File: config.mk
export PLATFORM = sky130hd
export DESIGN_NAME = spi_master
export DESIGN_NICKNAME = d
export VERILOG_FILES = /design/src/rtl/spi_master.sv
export SDC_FILE = /design/constraint.sdc
export NUM_CORES = 1
export LEC_CHECK = 0
export ABC_AREA = 1
export CAP_MARGIN = 20
export CORE_MARGIN = 1
export CORE_UTILIZATION = 52
export DETAILED_ROUTE_END_ITERATION = 10
export PLACE_DENSITY = 0.77
export SLEW_MARGIN = 20
export SYNTH_ARGS = -nofsm -noshare
export SYNTH_HDL_FRONTEND = slang
export SYNTH_SLANG_ARGS = --single-unit
File: constraint.sdc
create_clock -name clk -period 2 [get_ports clk]
set_clock_uncertainty 0.15 [all_clocks]
set_input_delay 0.3 -clock clk [delete_from_list [all_inputs] [get_ports clk]]
set_output_delay 0.3 -clock clk [all_outputs]
set_load 0.02 [all_outputs]
File: src/rtl/spi_master.sv
// SPI mode-0 master: byte-wide valid/ready transmit side, MSB-first shifting,
// programmable sclk half-period and chip-select setup/hold guard times.
module spi_master #(
  parameter int CLK_DIV  = 4,
  parameter int CS_SETUP = 2,
  parameter int CS_HOLD  = 2
) (
  input  logic       clk,
  input  logic       rst_n,
  input  logic       tx_valid,
  input  logic [7:0] tx_data,
  input  logic       tx_last,
  output logic       tx_ready,
  output logic       rx_valid,
  output logic [7:0] rx_data,
  output logic       busy,
  output logic       sclk,
  output logic       cs_n,
  output logic       mosi,
  input  logic       miso
);

  localparam logic [2:0] S_IDLE  = 3'd0;
  localparam logic [2:0] S_SETUP = 3'd1;
  localparam logic [2:0] S_HIGH  = 3'd2;
  localparam logic [2:0] S_LOW   = 3'd3;
  localparam logic [2:0] S_NEXT  = 3'd4;
  localparam logic [2:0] S_HOLD  = 3'd5;

  localparam int CNT_MAX = (CLK_DIV > CS_SETUP) ?
                           ((CLK_DIV > CS_HOLD) ? CLK_DIV : CS_HOLD) :
                           ((CS_SETUP > CS_HOLD) ? CS_SETUP : CS_HOLD);
  localparam int CNT_W = (CNT_MAX > 1) ? $clog2(CNT_MAX) : 1;

  localparam logic [CNT_W-1:0] DIV_LAST   = CNT_W'(CLK_DIV - 1);
  localparam logic [CNT_W-1:0] SETUP_LAST = CNT_W'(CS_SETUP - 1);
  localparam logic [CNT_W-1:0] HOLD_LAST  = CNT_W'(CS_HOLD - 1);

  logic [2:0]       state;
  logic [CNT_W-1:0] cnt;
  logic [2:0]       bit_idx;
  logic             last_q;
  logic [7:0]       tx_sr;
  logic [7:0]       rx_sr;
  logic             accept;
  logic             sample;

  // tx_ready is only ever high in IDLE and NEXT, so accept implies one of those states.
  assign accept = tx_valid & tx_ready;
  assign sample = (state == S_HIGH) && (cnt == DIV_LAST);

  // Data-only shift registers carry no reset; their contents are always
  // fully overwritten before being observed.
  always_ff @(posedge clk) begin
    if (accept) tx_sr <= tx_data;
    if (sample) rx_sr <= {rx_sr[6:0], miso};
  end

  always_ff @(posedge clk or negedge rst_n) begin
    if (!rst_n) begin
      state    <= S_IDLE;
      cnt      <= '0;
      bit_idx  <= 3'd7;
      last_q   <= 1'b0;
      cs_n     <= 1'b1;
      sclk     <= 1'b0;
      mosi     <= 1'b0;
      tx_ready <= 1'b0;
      rx_valid <= 1'b0;
      rx_data  <= 8'h00;
      busy     <= 1'b0;
    end else begin
      rx_valid <= 1'b0;
      case (state)
        S_IDLE: begin
          tx_ready <= 1'b1;
          if (accept) begin
            last_q   <= tx_last;
            bit_idx  <= 3'd7;
            cs_n     <= 1'b0;
            mosi     <= tx_data[7];
            tx_ready <= 1'b0;
            busy     <= 1'b1;
            cnt      <= '0;
            state    <= S_SETUP;
          end
        end
        S_SETUP: begin
          if (cnt == SETUP_LAST) begin
            cnt   <= '0;
            sclk  <= 1'b1;
            state <= S_HIGH;
          end else begin
            cnt <= cnt + 1'b1;
          end
        end
        S_HIGH: begin
          if (cnt == DIV_LAST) begin
            cnt  <= '0;
            sclk <= 1'b0;
            if (bit_idx != 3'd0) begin
              bit_idx <= bit_idx - 3'd1;
              mosi    <= tx_sr[bit_idx - 3'd1];
              state   <= S_LOW;
            end else begin
              rx_data  <= {rx_sr[6:0], miso};
              rx_valid <= 1'b1;
              if (last_q) begin
                state <= S_HOLD;
              end else begin
                tx_ready <= 1'b1;
                state    <= S_NEXT;
              end
            end
          end else begin
            cnt <= cnt + 1'b1;
          end
        end
        S_LOW: begin
          if (cnt == DIV_LAST) begin
            cnt   <= '0;
            sclk  <= 1'b1;
            state <= S_HIGH;
          end else begin
            cnt <= cnt + 1'b1;
          end
        end
        S_NEXT: begin
          // Reusing LOW gives the new byte a full low phase before its first rise.
          if (accept) begin
            last_q   <= tx_last;
            bit_idx  <= 3'd7;
            mosi     <= tx_data[7];
            tx_ready <= 1'b0;
            cnt      <= '0;
            state    <= S_LOW;
          end
        end
        S_HOLD: begin
          if (cnt == HOLD_LAST) begin
            cnt      <= '0;
            cs_n     <= 1'b1;
            busy     <= 1'b0;
            tx_ready <= 1'b1;
            state    <= S_IDLE;
          end else begin
            cnt <= cnt + 1'b1;
          end
        end
        default: begin
          state    <= S_IDLE;
          cnt      <= '0;
          cs_n     <= 1'b1;
          sclk     <= 1'b0;
          tx_ready <= 1'b0;
          busy     <= 1'b0;
        end
      endcase
    end
  end

endmodule

==> results of run 1 <==
[cells by family after synthesis]
family | count (synthesis) | share of synthesized area [%]
compound gates | 17 | 5.42
fa+ha+maj | 5 | 3.71
buf+inv | 23 | 5.42
flops | 38 | 61.1
simple gates | 96 | 24.3
[routing by layer]
layer	up-vias	GRT usage (%)	wire length, um
met1	557	27.3	1410
met2	38	32.8	1490
met4	0	7.14	24
met5	-	0	0
met3	5	6.81	168
li1	644	-	-
[worst max-delay path by stage]
stage,startpoint,to,slack [ns],depth (start not counted)
floorplan,bit_idx[0],bit_idx[1],0.26,8
global placement,bit_idx[0],bit_idx[0],0.18,8
detailed placement,bit_idx[0],bit_idx[2],0.11,8
CTS,cs_n,cs_n,0.05,1
global route,bit_idx[0],bit_idx[2],-0.001,8
finish,cs_n,cs_n,0.06,1
[flip-flops by register name, indices dropped and copies added, names as in the netlist]
signal,count
rx_data,8
tx_sr,8
rx_sr,7
bit_idx,3
state,3
cnt,2
busy,1
cs_n,1
last_q,1
mosi,1
rx_valid,1
sclk,1
tx_ready,1
[per-stage QoR]
stage                     hold slack [ns]  std cells
after floorplan                    -0.146        179
after global placement              0.281        250
after detailed placement            0.284        250
after CTS                           0.138        258
after global routing                0.155        258
final                               0.137        258
[power by group through the flow]
stage	Sequential [mW]	Combinational (mW)	Clock (mW)
floorplan	1.41	0.918	0
global placement	1.29	1.49	0
detailed placement	1.31	1.55	0
CTS	1.29	1.55	0.439
global route	1.33	1.76	0.470
finish	1.29	1.57	0.428
[cell usage in the layout, fill, tap and decap left out, types with 2 or more instances in the layout]
cell / synthesis / routed
inv_2: 2 / 2
nor2_2: 3 / 2
clkbuf_4: 0 / 5
dfrtp_1: 19 / 19
a21oi_1: 4 / 4
nand2_1: 69 / 69
nand3_1: 12 / 12
o21ai_0: 9 / 9
edfxtp_1: 15 / 15
inv_1: 20 / 20
nor2_1: 7 / 7
o21ai_1: 2 / 2
clkdlybuf4s50_1: 0 / 26
dfstp_2: 4 / 4
ha_1: 5 / 5
nor2_4: 2 / 3
[cell type report]
class                      instances  area, um^2
clock buffer                       6        51.3
clock inverter                     2        12.5
fill                             264         975
inverter                          23        91.3
multi-input combinational        118         569
sequential                        38        1030
tap                               44        55.1
timing repair buffer              27         268
[worst register-to-register path, stage by stage (launching register included)]
cell,delay (ns)
dfstp_2,0.59
inv_1,0.11
ha_1,0.21
ha_1,0.23
nand2_1,0.10
nand2_1,0.10
nor2_4,0.16
nand2_1,0.06
o21ai_0,0.08
[what timing repair did]
action | 4_1_cts | 5_1_grt
resized for setup | 0 | 1
setup endpoints to repair | 0 | 4
hold buffers | 0 | 0
buffers inserted | 0 | 0
==> impl_metrics.env, run 1 <==
export IMPL_die_w_um=59.0
export IMPL_dieArea_mm2=0.00348
export IMPL_start_kind="flop"
export IMPL_synthTopCellsByArea="dfrtp_1, edfxtp_1, nand2_1"
export IMPL_arrival_ns=1.49
export IMPL_synth_top_area_share_pct=28.2
export IMPL_setup_violations=0
export IMPL_ys_types=20
export IMPL_dr_first_iter_drc_count=54
export IMPL_synth_most_common_cell="nand2_1"
export IMPL_end_kind="output port"
export IMPL_reg2reg_slack_ns=0.13
export IMPL_pre_cts_slack_ns=0.110
export IMPL_critPathBufInv=1
export IMPL_portBuffers=26
export IMPL_critPathTopFamily="buffers and inverters"
export IMPL_area_delta_synth_final_pct=23.2
export IMPL_htree_num_levels=2
export IMPL_ys_top_cells_by_count="nand2_1, inv_1, dfrtp_1, edfxtp_1, nand3_1"
export IMPL_rows=20
export IMPL_syn_cell_area_mm2=0.00169
export IMPL_core_mm2=0.00305
export IMPL_run_status="completed"
export IMPL_internal_power_mw=1.90
export IMPL_vias_per_cell=4.82
export IMPL_min_period_ns=1.94
export IMPL_syn_avg_cell_area_um2=9.42
export IMPL_finalPower_mw=3.29
export IMPL_drc_errors=0
export IMPL_syn_nets=197
export IMPL_tns_ns=0
export IMPL_path_class="flop to output port"
export IMPL_fin_util_pct=68.1
export IMPL_grt_ovfl_total=0
export IMPL_synth_cells=179
export IMPL_r2r_end="bit_idx[2]"
export IMPL_clock_sinks=38
export IMPL_antenna_left=0
export IMPL_ys_seq_area_share_pct=61.1
export IMPL_cpPeakStageDelay_ns=0.59
export IMPL_finalCritPeriodShare_pct=97.0
export IMPL_cts_max_path_buffers=2
export IMPL_start_util_pct=55.2
export IMPL_clkPwrFrac_pct=13.0
export IMPL_cts_tree="built"
export IMPL_place_area_mm2=0.00201
export IMPL_pwr_share_seq_pct=39.3
export IMPL_leakage_nw=0.981
export IMPL_path_cells="clkdlybuf4s50_1"
export IMPL_p_comb_share_pct=47.7
export IMPL_p_per_area_mw_per_mm2=1580
export IMPL_worstPathRequired_ns=1.55
export IMPL_hold_violations=0
export IMPL_hpwl_mm=2.29
export IMPL_hold_path_class="primary input to async pin"
export IMPL_synth_seq_cells=38
export IMPL_tightestPinTransition_ns=0.325
export IMPL_yosysWarningCount=0
export IMPL_drv_slew=0
export IMPL_wl_per_cell_um=12.0
export IMPL_antenna_found_initial=0
export IMPL_grt_max_degree=24
export IMPL_yosys_area_top_type="dfrtp_1"
export IMPL_crit_reg2reg_launch="bit_idx[0]"
export IMPL_gr_usage_all_layers_pct=20.9
export IMPL_cts_made_buffers=5
export IMPL_firstDrtPassIters=5
export IMPL_synth_flop_cell="dfrtp_1"
export IMPL_synth_edff_count=15
export IMPL_slew_headroom_pct=78.3
export IMPL_die_y_um=59.0
export IMPL_cp_slowest_cell="clkdlybuf4s50_1"
export IMPL_clk_latency_ns=0.35
export IMPL_diodes=0
export IMPL_timing_final_ws_setup_ns=0.0609
export IMPL_max_cap_violations=0
export IMPL_finalWeightedCongestion=0.839
export IMPL_p_switching_mw=1.39
export IMPL_via_count=1244
export IMPL_max_freq_ghz=0.516
export IMPL_grt_pass1_vias=1203
export IMPL_io_pins=27
export IMPL_p_sw_share_pct=42.3
export IMPL_finish_instance_area_mm2=0.00208
export IMPL_synthArstFlopShare_pct=60.5
export IMPL_cts_root_buf="clkbuf_4"
export IMPL_layout_drive_gt1_share_pct=10.3
export IMPL_critPathMaxFanout=2
export IMPL_grt_pass1_wl_mm=5.23
export IMPL_wl_mm=3.09
export IMPL_fin_nets=231
export IMPL_ir_worst_vdd_v=0.000838
export IMPL_reg2reg_depth=8
export IMPL_clkTransAtPathRegs_ns=0.12
Power figures use the tool's default switching activity.
==> run 2, diff against run 1 <==
CAP_MARGIN = 10   (was 20)
PLACE_DENSITY = 0.89   (was 0.77)
==> run 2 against run 1 <==
Net effect:
- worst hold slack worse by 0.0076 ns
- maximum frequency increased by 0.39%
- non-clock buffer count stayed put
- critical path depth is the same
- combinational power about the same
- first-iteration DRC count fell by 35%
- critical path type unchanged
==> impl_metrics.env, run 2 (synthesis results as in run 1) <==
export IMPL_run_status="completed"
export IMPL_pwr_share_seq_pct=36.9
export IMPL_cts_made_buffers=5
export IMPL_internal_power_mw=2.12
export IMPL_antenna_left=0
export IMPL_reg2reg_slack_ns=0.15
export IMPL_grt_pass1_vias=1149
export IMPL_fin_nets=231
export IMPL_grt_util_met2_pct=29.9
export IMPL_reg2reg_depth=7
export IMPL_clkPwrFrac_pct=18.4
export IMPL_grt_pass1_wl_mm=4.84
export IMPL_leakage_nw=1.00
export IMPL_final_cell_mix="nand2_1, clkdlybuf4s50_1, inv_1, dfrtp_1, edfxtp_1"
export IMPL_start_util_pct=55.2
export IMPL_rsz0062_at_grt="no"
export IMPL_slew_headroom_pct=77.5
export IMPL_p_switching_mw=1.36
export IMPL_p_sw_share_pct=39.1
export IMPL_grt_use_met3_pct=6.37
export IMPL_cts_max_path_buffers=2
export IMPL_arrival_ns=1.48
export IMPL_drc_errors=0
export IMPL_start_kind="flop"
export IMPL_crit_reg2reg_launch="bit_idx[0]"
export IMPL_antenna_found_initial=0
export IMPL_end_kind="output port"
export IMPL_dieArea_mm2=0.00348
export IMPL_hold_path_class="primary input to async pin"
export IMPL_portBuffers=26
export IMPL_p_comb_share_pct=44.7
export IMPL_cp_slowest_cell="clkdlybuf4s50_1"
export IMPL_setup_violations=0
export IMPL_finalCritPeriodShare_pct=96.6
export IMPL_rows=20
export IMPL_die_w_um=59.0
export IMPL_tightestPinTransition_ns=0.337
export IMPL_endpoint="cs_n"
export IMPL_min_period_ns=1.93
export IMPL_grt_busiest_layer="met2"
export IMPL_path_class="flop to output port"
export IMPL_gr_usage_all_layers_pct=19.5
export IMPL_critPathBufInv=1
export IMPL_clkTransAtPathRegs_ns=0.12
export IMPL_grt_ovfl_total=0
export IMPL_vias_per_cell=4.94
export IMPL_firstDrtPassIters=5
export IMPL_critPathTopFamily="buffers and inverters"
export IMPL_finalPower_mw=3.47
export IMPL_layout_commonest_cell="nand2_1"
export IMPL_hpwl_mm=2.24
export IMPL_max_cap_violations=0
export IMPL_diodes=0
export IMPL_critPathMaxFanout=2
export IMPL_grt_max_degree=24
export IMPL_layout_drive_gt1_share_pct=10.3
export IMPL_max_freq_ghz=0.518
export IMPL_area_delta_synth_final_pct=25.7
export IMPL_grt_use_met1_pct=24.6
export IMPL_core_mm2=0.00305
export IMPL_crit_cells=1
export IMPL_worstPathRequired_ns=1.55
export IMPL_wl_mm=2.92
export IMPL_tns_ns=0
export IMPL_drv_slew=0
export IMPL_p_per_area_mw_per_mm2=1640
export IMPL_top_regs="rx_data (8), tx_sr (8), rx_sr (7)"
export IMPL_io_pins=27
export IMPL_cts_root_buf="clkbuf_4"
export IMPL_dr_first_iter_drc_count=35
export IMPL_hold_violations=0
export IMPL_r2r_end="state[0]"
export IMPL_clock_sinks=38
export IMPL_cts_tree="built"
export IMPL_clk_latency_ns=0.35
export IMPL_path_cells="clkdlybuf4s50_1"
export IMPL_crit_start="cs_n"
export IMPL_fin_util_pct=69.5
export IMPL_finalWeightedCongestion=0.940
export IMPL_htree_num_levels=2
export IMPL_wl_per_cell_um=11.3
export IMPL_cpPeakStageDelay_ns=0.60
export IMPL_die_y_um=59.0
export IMPL_via_count=1275
export IMPL_ir_worst_vdd_v=0.000917
[run 2: cell types whose count changed in the layout (fill, tap and decap cells not counted), sizes merged]
cell	change
bufinv	+2
clkbuf	-1
clkinvlp	-1
[run 2: worst register-to-register path, cell delays in order, from the launching register on]
cell	delay (ns)
dfstp_2	0.59
inv_1	0.11
ha_1	0.21
ha_1	0.23
inv_1	0.09
o21ai_0	0.10
and2_1	0.16
o21ai_1	0.15
[run 2: timing repair]
| item | 4_1_cts | 5_1_grt |
|---|---|---|
| hold buffers | 0 | 0 |
| resized for setup | 0 | 1 |
| endpoints found under the setup margin | 0 | 3 |
| buffers inserted | 0 | 0 |
[run 2: worst min-delay path by stage]
stage	startpoint	to	slack, ns	depth (start not counted)
2_1_floorplan	rst_n	busy	-0.15	0
3_3_place_gp	rx_sr[6]	rx_data[7]	0.28	2
3_5_place_dp	rx_sr[6]	rx_data[7]	0.29	2
4_1_cts	rst_n	rx_data[6]	0.14	2
5_1_grt	rst_n	rx_data[6]	0.15	2
6_report	rst_n	rx_data[6]	0.13	2
[run 2: power by group through the flow]
stage | Combinational [mW] | Sequential (mW) | Clock (mW)
global route | 1.76 | 1.31 | 0.686
CTS | 1.55 | 1.29 | 0.655
floorplan | 0.918 | 1.41 | 0
detailed placement | 1.54 | 1.30 | 0
global placement | 1.48 | 1.29 | 0
finish | 1.55 | 1.28 | 0.639
[run 2: final cells by class]
class                   instances  area, um^2
inverters                      23        91.3
well taps                      44        55.1
repair buffers                 27         268
fillers                       228         932
clock inverters                 3        68.8
flip-flops and latches         38        1030
clock buffers                   5        37.5
multi-input cells             118         569
[run 2: per-stage QoR]
step	setup WS, ns	cell area (um^2)	instances	hold WS [ns]
2_1_floorplan	0.263	1690	179	-0.146
3_3_place_gp	0.193	2010	250	0.279
3_5_place_dp	0.140	2010	250	0.287
4_1_cts	0.0473	2120	258	0.140
5_1_grt	0.0227	2120	258	0.146
6_report	0.0685	2120	258	0.129
[run 2: per-layer routing]
metal | up-vias | routed length (um) | share of wire [%]
met5 | - | 0 | 0
met3 | 10 | 106 | 3.6
met2 | 23 | 1370 | 47
li1 | 643 | - | -
met4 | 0 | 78 | 2.7
met1 | 599 | 1370 | 47
